File: src/rtl/csc_rgb2ycbcr_pipe_if.sv
// csc_rgb2ycbcr_pipe_if: AXI-Stream style pixel channel (data/valid/ready/last/user)
//   DATA_W : bits per colour component; tdata carries three components
//   master : drives tdata/tvalid/tlast/tuser, receives tready
//   slave  : receives tdata/tvalid/tlast/tuser, drives tready
interface csc_rgb2ycbcr_pipe_if #(
    parameter int DATA_W = 8
);
    logic [3*DATA_W-1:0] tdata;
    logic                tvalid;
    logic                tready;
    logic                tlast;
    logic                tuser;

    modport master (output tdata, output tvalid, output tlast, output tuser, input tready);
    modport slave  (input tdata, input tvalid, input tlast, input tuser, output tready);
endinterface

File: src/rtl/csc_rgb2ycbcr_pipe.sv
// csc_rgb2ycbcr_pipe: 3-stage back-pressurable RGB->YCbCr converter with bypass/grey modes and saturation stats
//   clk, rst_n   : clock, asynchronous active-low reset
//   cfg_mode     : 0 convert, 1 bypass, 2 grey, 3 convert; sampled on start-of-frame beats only
//   s_axis       : slave pixel stream, tdata = {R, G, B} unsigned
//   m_axis       : master pixel stream, tdata = {Y, Cb, Cr} two's complement, Y level-shifted
//   stat_clr     : synchronous clear of stat_sat_cnt (wins over a same-cycle increment)
//   stat_sat_cnt : saturated-component count, sticks at all-ones
//   Build option CSC_ROUND_EN: when defined, results round half up instead of flooring.
module csc_rgb2ycbcr_pipe #(
    parameter int DATA_W = 8,
    parameter int STAT_W = 16
) (
    input  logic                   clk,
    input  logic                   rst_n,
    input  logic [1:0]             cfg_mode,
    csc_rgb2ycbcr_pipe_if.slave    s_axis,
    csc_rgb2ycbcr_pipe_if.master   m_axis,
    input  logic                   stat_clr,
    output logic [STAT_W-1:0]      stat_sat_cnt
);
    localparam int W    = DATA_W;
    localparam int SW   = DATA_W + 11;
    localparam int HALF = 1 << (DATA_W - 1);
`ifdef CSC_ROUND_EN
    localparam int RND = 128;
`else
    localparam int RND = 0;
`endif

    localparam logic signed [SW-1:0] KYR   = SW'(77);
    localparam logic signed [SW-1:0] KYG   = SW'(150);
    localparam logic signed [SW-1:0] KYB   = SW'(29);
    localparam logic signed [SW-1:0] KBR   = SW'(-43);
    localparam logic signed [SW-1:0] KBG   = SW'(-85);
    localparam logic signed [SW-1:0] KBB   = SW'(128);
    localparam logic signed [SW-1:0] KRR   = SW'(128);
    localparam logic signed [SW-1:0] KRG   = SW'(-107);
    localparam logic signed [SW-1:0] KRB   = SW'(-21);
    localparam logic signed [SW-1:0] RNDV  = SW'(RND);
    localparam logic signed [SW-1:0] HALFV = SW'(HALF);
    localparam logic signed [SW-1:0] MAXV  = SW'(HALF - 1);
    localparam logic signed [SW-1:0] MINV  = SW'(-HALF);

    typedef enum logic [1:0] {M_CONV = 2'd0, M_BYP = 2'd1, M_GREY = 2'd2, M_RSV = 2'd3} mode_e;

    // {saturated flag, clamped W-bit result}
    function automatic logic [W:0] sat(input logic signed [SW-1:0] x);
        return (x > MAXV) ? {1'b1, MAXV[W-1:0]} : (x < MINV) ? {1'b1, MINV[W-1:0]} : {1'b0, x[W-1:0]};
    endfunction

    logic                   en, s_fire;
    mode_e                  mode_q, mode_d, mode_in, mode_eff;
    logic                   v1_q, l1_q, u1_q;
    logic [3*W-1:0]         px1_q;
    mode_e                  md1_q;
    logic                   v2_q, l2_q, u2_q;
    logic [3*W-1:0]         px2_q;
    mode_e                  md2_q;
    logic signed [SW-1:0]   ys_q, cbs_q, crs_q, ys_d, cbs_d, crs_d;
    logic signed [SW-1:0]   r, g, b, yt, cbt, crt;
    logic [W:0]             ysat, cbsat, crsat;
    logic                   mv_q, ml_q, mu_q;
    logic [3*W-1:0]         md_q, md_d;
    logic [1:0]             inc;
    logic [STAT_W:0]        cnt_sum;
    logic [STAT_W-1:0]      cnt_q, cnt_d;

    // The whole pipe moves together; it only freezes when a held output beat is refused.
    assign en            = m_axis.tready | ~mv_q;
    assign s_fire        = s_axis.tvalid & en;
    assign s_axis.tready = en;
    assign m_axis.tvalid = mv_q;
    assign m_axis.tlast  = ml_q;
    assign m_axis.tuser  = mu_q;
    assign m_axis.tdata  = md_q;
    assign stat_sat_cnt  = cnt_q;

    always_comb begin
        mode_in  = (cfg_mode == 2'd3) ? M_CONV : mode_e'(cfg_mode);
        // A start-of-frame beat uses the new mode itself; every other beat uses the latched one.
        mode_eff = s_axis.tuser ? mode_in : mode_q;
        mode_d   = (s_fire && s_axis.tuser) ? mode_in : mode_q;
        r        = {{11{1'b0}}, px1_q[3*W-1:2*W]};
        g        = {{11{1'b0}}, px1_q[2*W-1:W]};
        b        = {{11{1'b0}}, px1_q[W-1:0]};
        ys_d     = KYR * r + KYG * g + KYB * b;
        cbs_d    = KBR * r + KBG * g + KBB * b;
        crs_d    = KRR * r + KRG * g + KRB * b;
        yt       = ((ys_q + RNDV) >>> 8) - HALFV;
        cbt      = (cbs_q + RNDV) >>> 8;
        crt      = (crs_q + RNDV) >>> 8;
        ysat     = sat(yt);
        cbsat    = sat(cbt);
        crsat    = sat(crt);
        md_d     = (md2_q == M_BYP)  ? px2_q :
                   (md2_q == M_GREY) ? {ysat[W-1:0], {(2*W){1'b0}}} :
                                       {ysat[W-1:0], cbsat[W-1:0], crsat[W-1:0]};
        inc      = (md2_q == M_BYP)  ? 2'd0 :
                   (md2_q == M_GREY) ? 2'(ysat[W]) :
                                       2'(ysat[W]) + 2'(cbsat[W]) + 2'(crsat[W]);
        cnt_sum  = {1'b0, cnt_q} + {{(STAT_W-1){1'b0}}, inc};
        cnt_d    = stat_clr ? '0 :
                   (en && v2_q) ? (cnt_sum[STAT_W] ? '1 : cnt_sum[STAT_W-1:0]) : cnt_q;
    end

    always_ff @(posedge clk or negedge rst_n) begin
        if (!rst_n) begin
            mode_q <= M_CONV;
            cnt_q  <= '0;
            v1_q   <= 1'b0;
            l1_q   <= 1'b0;
            u1_q   <= 1'b0;
            px1_q  <= '0;
            md1_q  <= M_CONV;
            v2_q   <= 1'b0;
            l2_q   <= 1'b0;
            u2_q   <= 1'b0;
            px2_q  <= '0;
            md2_q  <= M_CONV;
            ys_q   <= '0;
            cbs_q  <= '0;
            crs_q  <= '0;
            mv_q   <= 1'b0;
            ml_q   <= 1'b0;
            mu_q   <= 1'b0;
            md_q   <= '0;
        end else begin
            mode_q <= mode_d;
            cnt_q  <= cnt_d;
            if (en) begin
                v1_q  <= s_axis.tvalid;
                l1_q  <= s_axis.tlast;
                u1_q  <= s_axis.tuser;
                px1_q <= s_axis.tdata;
                md1_q <= mode_eff;
                v2_q  <= v1_q;
                l2_q  <= l1_q;
                u2_q  <= u1_q;
                px2_q <= px1_q;
                md2_q <= md1_q;
                ys_q  <= ys_d;
                cbs_q <= cbs_d;
                crs_q <= crs_d;
                mv_q  <= v2_q;
                ml_q  <= l2_q;
                mu_q  <= u2_q;
                md_q  <= md_d;
            end
        end
    end
endmodule

File: src/flat_wrapper.sv
// flat-port wrapper written by rule: the top's interface ports become plain ports
module csc_rgb2ycbcr_pipe_flat 
#(
    parameter int DATA_W = 8,
    parameter int STAT_W = 16
)
  (clk, rst_n, cfg_mode, stat_clr, stat_sat_cnt, s_axis_tdata, s_axis_tvalid, s_axis_tlast, s_axis_tuser, s_axis_tready, m_axis_tdata, m_axis_tvalid, m_axis_tlast, m_axis_tuser, m_axis_tready);
  csc_rgb2ycbcr_pipe_if #(.DATA_W(DATA_W)) s_axis_i ();
  csc_rgb2ycbcr_pipe_if #(.DATA_W(DATA_W)) m_axis_i ();
  input  logic clk;
  input  logic rst_n;
  input  logic [1:0] cfg_mode;
  input  logic stat_clr;
  output logic [STAT_W-1:0] stat_sat_cnt;
  input wire logic [$bits(s_axis_i.tdata)-1:0] s_axis_tdata;
  input wire logic [$bits(s_axis_i.tvalid)-1:0] s_axis_tvalid;
  input wire logic [$bits(s_axis_i.tlast)-1:0] s_axis_tlast;
  input wire logic [$bits(s_axis_i.tuser)-1:0] s_axis_tuser;
  output wire logic [$bits(s_axis_i.tready)-1:0] s_axis_tready;
  output wire logic [$bits(m_axis_i.tdata)-1:0] m_axis_tdata;
  output wire logic [$bits(m_axis_i.tvalid)-1:0] m_axis_tvalid;
  output wire logic [$bits(m_axis_i.tlast)-1:0] m_axis_tlast;
  output wire logic [$bits(m_axis_i.tuser)-1:0] m_axis_tuser;
  input wire logic [$bits(m_axis_i.tready)-1:0] m_axis_tready;
  assign s_axis_i.tdata = s_axis_tdata;
  assign s_axis_i.tvalid = s_axis_tvalid;
  assign s_axis_i.tlast = s_axis_tlast;
  assign s_axis_i.tuser = s_axis_tuser;
  assign s_axis_tready = s_axis_i.tready;
  assign m_axis_tdata = m_axis_i.tdata;
  assign m_axis_tvalid = m_axis_i.tvalid;
  assign m_axis_tlast = m_axis_i.tlast;
  assign m_axis_tuser = m_axis_i.tuser;
  assign m_axis_i.tready = m_axis_tready;
  csc_rgb2ycbcr_pipe #(.DATA_W(DATA_W), .STAT_W(STAT_W)) u_core (.clk(clk), .rst_n(rst_n), .cfg_mode(cfg_mode), .s_axis(s_axis_i), .m_axis(m_axis_i), .stat_clr(stat_clr), .stat_sat_cnt(stat_sat_cnt));
endmodule
File: config.mk
export PLATFORM = sky130hd
export DESIGN_NAME = csc_rgb2ycbcr_pipe_flat
export DESIGN_NICKNAME = d
export VERILOG_FILES = /design/src/rtl/csc_rgb2ycbcr_pipe_if.sv /design/src/rtl/csc_rgb2ycbcr_pipe.sv /design/src/flat_wrapper.sv
export SDC_FILE = /design/constraint.sdc
export NUM_CORES = 1
export LEC_CHECK = 0
export ABC_AREA = 1
export CAP_MARGIN = 0
export CORE_MARGIN = 2
export CORE_UTILIZATION = 62
export DETAILED_ROUTE_END_ITERATION = 6
export DONT_BUFFER_PORTS = 1
export PLACE_DENSITY = 0.78
export SETUP_SLACK_MARGIN = 0.3
export SLEW_MARGIN = 20
export SYNTH_ARGS = -nofsm -noshare
export SYNTH_HDL_FRONTEND = slang
export SYNTH_SLANG_ARGS = --single-unit
File: constraint.sdc
create_clock -name clk -period 6.14 [get_ports clk]
set_input_delay 1.228 -clock clk [delete_from_list [all_inputs] [get_ports clk]]
set_output_delay 1.228 -clock clk [all_outputs]
set_load 0.02 [all_outputs]
==> Yosys cells after proc, flatten, opt, wreduce, memory -nomap -nowiden <==
Index checks and enable logic that the tools add are counted.
{ "op_classes": {"n_addsub": 10, "multipliers": 7, "magnitude_cmp": 6, "n_eq_ne": 3, "n_mux": 15, "bitwise": 3, "reduce_logical": 3} }
{ "op_table": {"columns": ["cell", "n"], "rows": [
  ["adder 19 bit", 4],
  ["2-to-1 mux 16 bit", 4],
  ["2-to-1 mux 9 bit", 6],
  ["multiplier 8 x 9 -> 17 bit, first input constant", 2],
  ["multiplier 7 x 8 -> 15 bit, first input constant", 2],
  ["2-to-1 mux 24 bit", 1],
  ["greater-than comparator 11 x 8 -> 1 bit, second input constant", 2],
  ["less-than comparator 11 x 8 -> 1 bit, second input constant", 2],
  ["adder 16 x 19 -> 19 bit", 1],
  ["adder 19 x 16 -> 19 bit", 1],
  ["greater-than comparator 19 x 8 -> 1 bit, second input constant", 1],
  ["less-than comparator 19 x 8 -> 1 bit, second input constant", 1],
  ["adder 16 x 2 -> 17 bit", 1],
  ["multiplier 7 x 9 -> 16 bit, first input constant", 1],
  ["multiplier 6 x 9 -> 15 bit, first input constant", 1],
  ["multiplier 5 x 8 -> 13 bit, first input constant", 1],
  ["subtractor 11 x 9 -> 12 bit, second input constant", 1],
  ["2-to-1 mux 2 bit", 4],
  ["== test 2 bit, second input constant", 2],
  ["adder 1 x 1 -> 2 bit", 1],
  ["adder 2 x 1 -> 2 bit", 1],
  ["== test 2 x 1 -> 1 bit, second input constant", 1],
  ["logical AND 1 bit", 2],
  ["nonzero test 2 bit", 1],
  ["3 further kinds", 3]
]} }
{ "totals": {"regBits": 160, "inputBits": 33} }

==> Longest topological paths before layout <==
Gate-level depths: netlist of the first run.
{ "depth": {"word_depth": 12, "mapped_depth": 27} }

==> Worst setup path before layout of the first run <==
No wires, ideal clock.
{ "synth_timing": {"path_kind": "register -> register", "startpoint": "register u_core.px1_q[9]", "endpoint": "register u_core.cbs_q[18]", "arrival_time_ns": 5.074, "required_time_ns": 6.023, "setup_slack_ns": 0.949, "stages_incl_launch_ff": 25, "cell_sequence": "dfrtp_1 > inv_1 > ha_1 > fa_1 > fa_1 > inv_1 > fa_1 > inv_1 > ha_1 > a21oi_1 > o21ai_0 > a21oi_1 > o21ai_0 > xnor2_1 > fa_1 > inv_1 > ha_1 > inv_1 > o21ai_0 > a21oi_1 > nor2_1 > nor2_1 > nand3_1 > nand3_1 > nand2_1"} }
{ "synth_via": {"elab_chain_cells": 3} }
{ "synth_rtl": {"columns": ["item", "line_no", "source"], "rows": [
  ["from (decl)", "csc_rgb2ycbcr_pipe.sv:54", "logic [3*W-1:0] px1_q;"],
  ["from (signal assigned)", "csc_rgb2ycbcr_pipe.sv:134", "px1_q <= s_axis.tdata;"],
  ["multiplier 8 x 9 -> 17 bit", "csc_rgb2ycbcr_pipe.sv:87", "cbs_d = KBR * r + KBG * g + KBB * b;"],
  ["adder 19 bit", "csc_rgb2ycbcr_pipe.sv:87", null],
  ["adder 19 x 16 -> 19 bit", "csc_rgb2ycbcr_pipe.sv:87", null],
  ["to (signal assigned)", "csc_rgb2ycbcr_pipe.sv:142", "cbs_q <= cbs_d;"],
  ["to (decl)", "csc_rgb2ycbcr_pipe.sv:59", "logic signed [SW-1:0] ys_q, cbs_q, crs_q, ys_d, cbs_d, crs_d;"]
]} }
No other way between the ends.
A chain may end at the register's enable or synchronous reset.

==> Worst setup path after layout of the first run <==
{ "layout_timing": {"startpoint": "register u_core.px1_q[11]", "endpoint": "register u_core.cbs_q[16]"} }
Same word-level chain as after synthesis.

==> results_dict.tcl, run 1 <==
set metrics [dict create \
    h-tree-depth 4 \
    ys_seq_elements 134 \
    fin_skew_ps 13.10 \
    rr_startpoint "u_core.px1_q[11]$_DFFE_PN0N_" \
    crit_type "reg2reg" \
    coreArea_sq_um 26060 \
    grt_max_degree 135 \
    synth-xor-area-share_pct 3.989 \
    drive_gt1_share_pct 4.962 \
    placed_area_sq_um 16900 \
    hold_violations 0 \
    dp_hpwl_microns 35400 \
    synth_area_leaders "ha_1 (25%), dfrtp_1 (20%), fa_1 (12%)" \
    worst_hold_path_type "in2async" \
    wl_microns 43940 \
    timing.fmax_mhz 181.5 \
    ant_nets 0 \
    start_kind "flop" \
    ys_seq_area_share_pct 20.36 \
    synth_fa_ha_area_share_pct 36.81 \
    dr.pass1.iters 7 \
    synth_fp_nets 2550 \
    end_kind "flop" \
    cts_tree "built" \
    clock_latency_ps 440 \
    violations "DRC" \
    vias_per_cell 5.693 \
    clkTransAtPathRegs_ps 70 \
    synth_most_common_cell "nand2_1" \
    cp_max_fo 9 \
    synth_top_family_by_area "adder cells" \
    ys_warn_count 0 \
    chipHeight_microns 167.0 \
    grt_pass1_vias 13788 \
    tns_ps 0 \
    die_area_sq_um 27880 \
    critPathRequiredTime_ps 6460 \
    synthMuxAreaShare_pct 0 \
    setup_violations 0 \
    fin_area_sq_um 17570 \
    ys_types 42 \
    reg2reg_slack_ps 630 \
    worstRegToRegCells 22 \
    grt_pass1_wl_microns 71080 \
    crit_chain "ha_1 > fa_1 > fa_1 > inv_1 > fa_1 > inv_1 > ha_1 > a21oi_1 > o21ai_0 > a21oi_1 > o21ai_0 > xnor2_1 > fa_1 > inv_1 > ha_1 > inv_1 > o21ai_1 > a21o_1 > nor2_1 > nand3b_1 > nand3_1 > nand2_1" \
    vias 13953 \
    slowest_delay_ps 550 \
    cp_slowest_cell "fa_1" \
    synth_top_area_cell "ha_1" \
    n_antenna_cell 0 \
    relSlewSlack_pct 31.79 \
    cts-buffers-inserted 17 \
    drv_slew 0 \
    rsz0062_at_grt "false" \
    gr-total-overflow 0 \
    synth-compound-area-share_pct 10.99 \
    synth_edf_count 0 \
    grtUsageTotal_pct 32.23 \
    wl_per_cell_microns 17.93 \
    worstMarginPinSlew_ps 1023 \
    rows 59 \
    antenna_found_initial 0 \
    io_pins 77 \
    synth_top_area_share_pct 24.77 \
    finalCoreUtilization_pct 67.43 \
    avgSynthCellArea_sq_um 7.871 \
    async_flop_share_pct 100.0 \
    final_nets 2561 \
    fin_crit_sh_pct 89.74 \
    drv_cap 0 \
    initial_core_util_pct 63.19 \
    synth_common_cells "nand2_1 (420), inv_1 (379), ha_1 (326), o21ai_0 (142), dfrtp_1 (134)" \
    gp_congestion 0.9851 \
    syn_inst 2092 \
    crit_buf_inv 4 \
    outcome "finished, violations left" \
    drc 1 \
    cts_buffer_depth 2 \
    syn2layout_area_growth_pct 6.710 \
    port_buffers 0 \
    die_w_microns 167.0 \
    clock-sinks 134 \
    r2r-end "u_core.cbs_q[16]$_DFFE_PN0N_" \
    first_iter_violations 1243 \
    synth-simple-area-share_pct 18.36 \
    min_period_ps 5510 \
    ys.flop_type "dfrtp_1" \
    root_buffer "clkbuf_16" \
    synth_area_sq_um 16470 \
    crit_family "adder cells" \
    ctsHoldBuffers 0 \
    critPathArrivalTime_ps 5830 \
]
-- worst reg2reg max path, stage by stage (launching register included) --
cell      delay, ps
dfrtp_2         510
ha_1            350
fa_1            470
fa_1            550
inv_1            60
fa_1            530
inv_1            40
ha_1            340
a21oi_1         200
o21ai_0         140
a21oi_1         230
o21ai_0         130
xnor2_1         160
fa_1            520
inv_1            50
ha_1            330
inv_1           100
o21ai_1         100
a21o_1          200
nor2_1          150
nand3b_1        100
nand3_1          90
nand2_1          60
-- registers in the layout, summed over array words and instances, names as in the netlist, 9 cells and up --
| signal | count |
|---|---|
| u_core.m_axis.tdata | 24 |
| u_core.px1_q | 24 |
| u_core.px2_q | 24 |
| u_core.stat_sat_cnt | 16 |
| u_core.cbs_q | 11 |
| u_core.crs_q | 11 |
| u_core.ys_q | 9 |
-- routing by layer --
metal | share of wire (%) | track usage [%] | vias to the layer above | wire, microns
met1 | 44 | 42.84 | 6635 | 19380
met5 | 0 | 0 | - | 0
li1 | - | - | 6805 | -
met2 | 45 | 52.03 | 441 | 19850
met4 | 3.8 | 12.22 | 0 | 1648
met3 | 7.0 | 6.535 | 72 | 3061
-- cell usage in the layout, fill, tap and decap left out, drive strengths merged, types with 3 or more instances in the layout --
| cell type | n |
|---|---|
| clkbuf | 17 |
| o22ai | 3 |
| nand4 | 16 |
| nand3 | 96 |
| buf | 20 |
| a31oi | 27 |
| a21o | 14 |
| xor2 | 48 |
| fa | 99 |
| a21oi | 91 |
| nor3 | 24 |
| xnor2 | 27 |
| ha | 326 |
| or2 | 12 |
| o21bai | 11 |
| o21ai | 168 |
| clkinv | 8 |
| dfrtp | 134 |
| nor2 | 136 |
| o31ai | 3 |
| nand3b | 7 |
| nand2 | 425 |
| o211ai | 4 |
| inv | 388 |
-- per-stage QoR --
stage / std cells / hold slack, ps / setup WS (ps)
floorplan: 2092 / 442.2 / 948.6
global placement: 2416 / 451.5 / 543.3
detailed placement: 2416 / 462.2 / 424.8
CTS: 2448 / 473.4 / 394.7
global route: 2451 / 471.3 / 297.7
finish: 2451 / 475.0 / 630.2
-- kinds of logic after synthesis --
logic type / Yosys count
compound gates: 330
fa+ha+maj: 425
simple gates: 718
flops: 134
xor+xnor: 75
buf+inv: 410
-- cell type report --
class,instances,area (sq um)
multi-input cells,1548,11600
fillers,2217,8488
flip-flops and latches,134,3363
inverters,382,1445
clock buffers,17,425.4
well taps,335,419.2
clock inverters,15,162.7
repair buffers,20,150.1
-- timing repair --
action	4_1_cts	5_1_grt
buffers inserted	0	3
endpoints found under the hold margin	0	0
setup endpoints to repair	0	24
gates resized for setup	0	22
-- worst max path at each step --
stage	cells past startpoint	to	startpoint
after global placement	24	u_core.crs_q[16]$_DFFE_PN0N_	u_core.px1_q[12]$_DFFE_PN0N_
after CTS	22	u_core.cbs_q[18]$_DFFE_PN0N_	u_core.px1_q[17]$_DFFE_PN0N_
final	22	u_core.cbs_q[16]$_DFFE_PN0N_	u_core.px1_q[11]$_DFFE_PN0N_
after global routing	27	u_core.cbs_q[17]$_DFFE_PN0N_	u_core.px1_q[10]$_DFFE_PN0N_
after detailed placement	24	u_core.crs_q[16]$_DFFE_PN0N_	u_core.px1_q[12]$_DFFE_PN0N_
after floorplan	24	u_core.cbs_q[18]$_DFFE_PN0N_	u_core.px1_q[9]$_DFFE_PN0N_
Power of run 1 is left out: the tool's default activity adds up to more than one toggle a clock period on the data nets, which glitch-free logic cannot reach.
==> run 2: changes to the inputs <==
Settings changed: RECOVER_POWER set to 50.
==> results_dict.tcl, run 2 (same netlist as run 1, synthesis figures left out) <==
set metrics [dict create \
    outcome "finished, violations left" \
    violations "capacitance limit, slew limit" \
    n_fill_cell 2221 \
    die_w_microns 167.0 \
    n_antenna_cell 0 \
    antenna_found_initial 0 \
    rsz0062_at_grt "false" \
    cts-buffers-inserted 17 \
    clock_latency_ps 440 \
    start_kind "flop" \
    worst_hold_path_type "in2async" \
    die_area_sq_um 27880 \
    drive_gt1_share_pct 4.868 \
    ctsHoldBuffers 0 \
    relSlewSlack_pct -5.542 \
    port_buffers 0 \
    gp_congestion 0.9851 \
    drv_slew 37 \
    grt_pass1_vias 13788 \
    drv_cap 1 \
    initial_core_util_pct 63.19 \
    io_pins 77 \
    grtUsageTotal_pct 32.23 \
    wl_microns 43900 \
    crit_type "reg2reg" \
    worstMarginPinSlew_ps 1583 \
    dp_hpwl_microns 35400 \
    vias_per_cell 5.693 \
    hold_violations 0 \
    cts_buffer_depth 2 \
    placed_area_sq_um 16900 \
    cp_max_fo 9 \
    wl_met1_microns 19320 \
    coreArea_sq_um 26060 \
    rr_startpoint "u_core.px1_q[11]$_DFFE_PN0N_" \
    timing.fmax_mhz 181.5 \
    critPathArrivalTime_ps 5830 \
    wl_met2_microns 19810 \
    dr.pass1.iters 6 \
    grt_pass1_wl_microns 71080 \
    startpoint "u_core.px1_q[11]$_DFFE_PN0N_" \
    drc 0 \
    min_period_ps 5510 \
    end_kind "flop" \
    setup_violations 0 \
    fin_skew_ps 13.10 \
    final_cell_mix "nand2_1 (420), inv_1 (378), ha_1 (326)" \
    grt_max_degree 135 \
    cts_tree "built" \
    final_nets 2561 \
    clock-sinks 134 \
    first_iter_violations 1225 \
    root_buffer "clkbuf_16" \
    ant_nets 0 \
    rows 59 \
    h-tree-depth 4 \
    vias 13953 \
    top_layer "met4" \
    clkTransAtPathRegs_ps 70 \
    syn2layout_area_growth_pct 6.634 \
    met3_length_microns 3100 \
    final_common_cell "nand2_1" \
    gr-total-overflow 0 \
    wl_per_cell_microns 17.91 \
    chipHeight_microns 167.0 \
    tns_ps 0 \
    fin_crit_sh_pct 89.74 \
    fin_area_sq_um 17560 \
    critPathRequiredTime_ps 6460 \
]
-- run 2: changes by cell type in the layout (fill, tap and decap cells not counted) --
cell	change
nor2_4	-1
inv_4	-1
clkbuf_1	+1
o21ai_0	+1
nor2_1	+1
clkinvlp_2	+1
o21ai_1	-1
buf_4	-1
-- run 2: final timing paths --
kind,slack [ps],end,cells past startpoint
min in group clk,480,u_core.m_axis.tlast$_DFFE_PN0N_,2
hold reg to reg,480,u_core.m_axis.tlast$_DFFE_PN0N_,2
setup reg to reg,630,u_core.cbs_q[16]$_DFFE_PN0N_,22
hold / removal,470,u_core.crs_q[15]$_DFFE_PN0N_,0
setup / recovery,630,u_core.cbs_q[16]$_DFFE_PN0N_,22
max in group asynchronous,5430,u_core.px1_q[8]$_DFFE_PN0N_,0
-- run 2: metal layers --
metal  up-vias  track usage, %
met4         0           12.22
met5         -               0
met3        74           6.535
li1       6809               -
met1      6621           42.84
met2       449           52.03
-- run 2: final cells by class --
| class | count | area (sq um) | share of cell area, % |
|---|---|---|---|
| clock buffer | 17 | 425.4 | 2.423 |
| clock inverter | 15 | 162.7 | 0.9264 |
| inverter | 382 | 1444 | 8.223 |
| multi-input combinational | 1548 | 11600 | 66.05 |
| sequential | 134 | 3363 | 19.15 |
| tap | 335 | 419.2 | 2.387 |
| timing repair buffer | 20 | 146.4 | 0.8337 |
-- run 2: per-stage QoR --
| stage | hold WS [ps] | util, % | setup WS (ps) | cells |
|---|---|---|---|---|
| final | 474.8 | 67.38 | 630.2 | 2451 |
| after CTS | 473.4 | 67.10 | 394.7 | 2448 |
| after detailed placement | 462.2 | 64.84 | 424.8 | 2416 |
| after floorplan | 442.2 | - | 948.6 | 2092 |
| after global placement | 451.5 | 64.84 | 543.3 | 2416 |
| after global routing | 471.3 | 67.38 | 296.1 | 2451 |
-- run 2: what timing repair did --
action | in CTS | in global routing
endpoints found under the setup margin | 0 | 24
buffers inserted | 0 | 3
resized for setup | 0 | 22
-- run 2: critical path, cell delays in order (launching register included) --
cell and delay [ps]:
dfrtp_2 510, ha_1 350, fa_1 470, fa_1 550, inv_1 60, fa_1 530, inv_1 40, ha_1 340
a21oi_1 200, o21ai_0 140, a21oi_1 230, o21ai_0 130, xnor2_1 160, fa_1 520, inv_1 50, ha_1 330
inv_1 100, o21ai_1 100, a21o_1 200, nor2_1 150, nand3b_1 100, nand3_1 90, nand2_1 60
Power of run 2 is left out for the same reason.
==> run 3: changes to the inputs <==
--- a/config.mk
+++ b/config.mk
@@ -8,8 +8,9 @@
 export ABC_AREA = 1
+export ABC_CLOCK_PERIOD_IN_PS = 6140
 export CAP_MARGIN = 0
 export CORE_MARGIN = 2
-export CORE_UTILIZATION = 62
+export CORE_UTILIZATION = 61
 export DETAILED_ROUTE_END_ITERATION = 6
 export DONT_BUFFER_PORTS = 1
-export PLACE_DENSITY = 0.78
+export PLACE_DENSITY = 0.77
 export RECOVER_POWER = 50
==> constraint.sdc (replaced) <==
create_clock -name clk -period 6.14 [get_ports clk]
set_input_delay 0.614 -clock clk [delete_from_list [all_inputs] [get_ports clk]]
set_output_delay 0.614 -clock clk [all_outputs]
set_load 0.02 [all_outputs]
==> results_dict.tcl, run 3 (same netlist as run 1, synthesis figures left out) <==
set metrics [dict create \
    initial_core_util_pct 61.61 \
    fin_skew_ps 14.62 \
    wl_per_cell_microns 17.60 \
    end_kind "flop" \
    clock_latency_ps 430 \
    port_buffers 0 \
    n_antenna_cell 0 \
    die_w_microns 168.3 \
    syn2layout_area_growth_pct 6.930 \
    critPathArrivalTime_ps 6000 \
    crit_chain "inv_1 > ha_1 > fa_1 > fa_1 > fa_1 > ha_1 > a21oi_1 > o21ai_0 > a21oi_2 > o21ai_0 > xor2_1 > fa_1 > inv_1 > ha_1 > nand2_1 > inv_1 > a21oi_2 > nor2_1 > nor2_1 > nand3_1 > nand3_1 > nand2_1" \
    rsz0062_at_grt "true" \
    reg2reg_slack_ps 460 \
    n_fill_cell 2253 \
    worstMarginPinSlew_ps 3469 \
    r2r-end "u_core.cbs_q[18]$_DFFE_PN0N_" \
    post_cts_buffers 0 \
    critPathRequiredTime_ps 6460 \
    clkTransAtPathRegs_ps 70 \
    crit_type "reg2reg" \
    drv_slew 135 \
    multi_input_area_sq_um 11630 \
    slowest_delay_ps 510 \
    setup_violations 0 \
    critPathMostFrequentCell "fa_1" \
    cts_buffer_depth 2 \
    h-tree-depth 4 \
    hold_violations 0 \
    grtUsageTotal_pct 31.47 \
    grt_pass1_vias 13839 \
    worstRegToRegCells 22 \
    start_kind "flop" \
    relSlewSlack_pct -131.3 \
    outcome "finished, violations left" \
    vias 14113 \
    gp_congestion 0.9815 \
    root_buffer "clkbuf_16" \
    vias_per_cell 5.742 \
    first_iter_violations 1187 \
    rr_startpoint "u_core.px1_q[17]$_DFFE_PN0N_" \
    violations "capacitance limit, slew limit" \
    chipHeight_microns 168.3 \
    worst_hold_path_type "in2reg" \
    min_period_ps 5677 \
    coreArea_sq_um 26730 \
    dr.pass1.iters 6 \
    cts_tree "built" \
    die_area_sq_um 28320 \
    antenna_found_initial 0 \
    finalCoreUtilization_pct 65.88 \
    holdPathStages 2 \
    cts-buffers-inserted 17 \
    drc 0 \
    dp_hpwl_microns 34730 \
    cp_max_fo 7 \
    io_pins 77 \
    timing.fmax_mhz 176.1 \
    clock-sinks 134 \
    final_common_cell "nand2_1" \
    gr-total-overflow 0 \
    ant_nets 0 \
    cp_slowest_cell "dfrtp_1" \
    wl_microns 43270 \
    grt_pass1_wl_microns 70660 \
    crit_buf_inv 3 \
    crit_family "adder cells" \
    regArea_sq_um 3359 \
    final_nets 2562 \
    drive_gt1_share_pct 5.007 \
    fin_crit_sh_pct 92.47 \
    whs_endpoint "u_core.px1_q[5]$_DFFE_PN0N_" \
    hold_start "s_axis_tdata[5]" \
    rows 60 \
    drv_cap 1 \
    tns_ps 0 \
    grt_max_degree 135 \
    final_cell_mix "nand2_1 (419), inv_1 (379), ha_1 (326)" \
]
## run 3: cell count changes in the layout (fill, tap and decap cells not counted), sizes merged
| cell | previous run | this run |
|---|---|---|
| clkinv | 8 | 4 |
| clkbuf | 18 | 19 |
| inv | 387 | 391 |
| bufinv | 0 | 1 |
| clkinvlp | 2 | 0 |
| buf | 19 | 20 |
## run 3: worst reg2reg max path, delay by kind of cell, from the launching register on
| family | cells | cell delay, ps |
|---|---|---|
| adders and majority gates | 7 | 3000 |
| and+or+nand+nor | 6 | 580 |
| DFF | 1 | 510 |
| buffers and inverters | 3 | 340 |
| AOI/OAI and AO/OA | 5 | 940 |
| xor gates and xnor gates | 1 | 200 |
## run 3: metrics by stage
stage	setup slack, ps	hold WS, ps	cell area, sq um	std cells
after floorplan	948.6	318.4	16470	2092
after global placement	576.8	321.3	16930	2425
after detailed placement	513.5	321.2	16930	2425
after CTS	482.3	187.3	17550	2458
after global routing	207.6	325.0	17610	2458
final	462.5	302.3	17610	2458
## run 3: repair_timing
item                       4_1_cts  5_1_grt
hold buffers                     1        0
setup endpoints to repair        0       18
gates resized for setup          0       23
hold endpoints to repair       134        0
## run 3: how the worst max path moves through the flow
stage	startpoint	end	slack, ps	cells past startpoint
floorplan	u_core.px1_q[9]$_DFFE_PN0N_	u_core.cbs_q[18]$_DFFE_PN0N_	950	24
global placement	u_core.px1_q[12]$_DFFE_PN0N_	u_core.crs_q[18]$_DFFE_PN0N_	580	24
detailed placement	u_core.px1_q[12]$_DFFE_PN0N_	u_core.crs_q[18]$_DFFE_PN0N_	510	24
CTS	u_core.px1_q[12]$_DFFE_PN0N_	u_core.crs_q[18]$_DFFE_PN0N_	480	24
global route	u_core.px1_q[17]$_DFFE_PN0N_	u_core.cbs_q[18]$_DFFE_PN0N_	210	22
finish	u_core.px1_q[17]$_DFFE_PN0N_	u_core.cbs_q[18]$_DFFE_PN0N_	460	22
## run 3: layout make-up
cell class	count	area share, %
multi-input cells	1548	66.05
clock buffers	18	2.494
inverters	382	8.186
repair buffers	21	0.8812
clock inverters	14	0.8812
well taps	341	2.423
flip-flops and latches	134	19.08
## run 3: per-layer routing
metal  vias up  track usage [%]  wire (microns)
met2       498            50.80           19560
met5         -                0               0
met4         0            11.02            1526
li1       6823                -               -
met3        90            5.759            2860
met1      6702            42.70           19320
Power of run 3 is left out for the same reason.
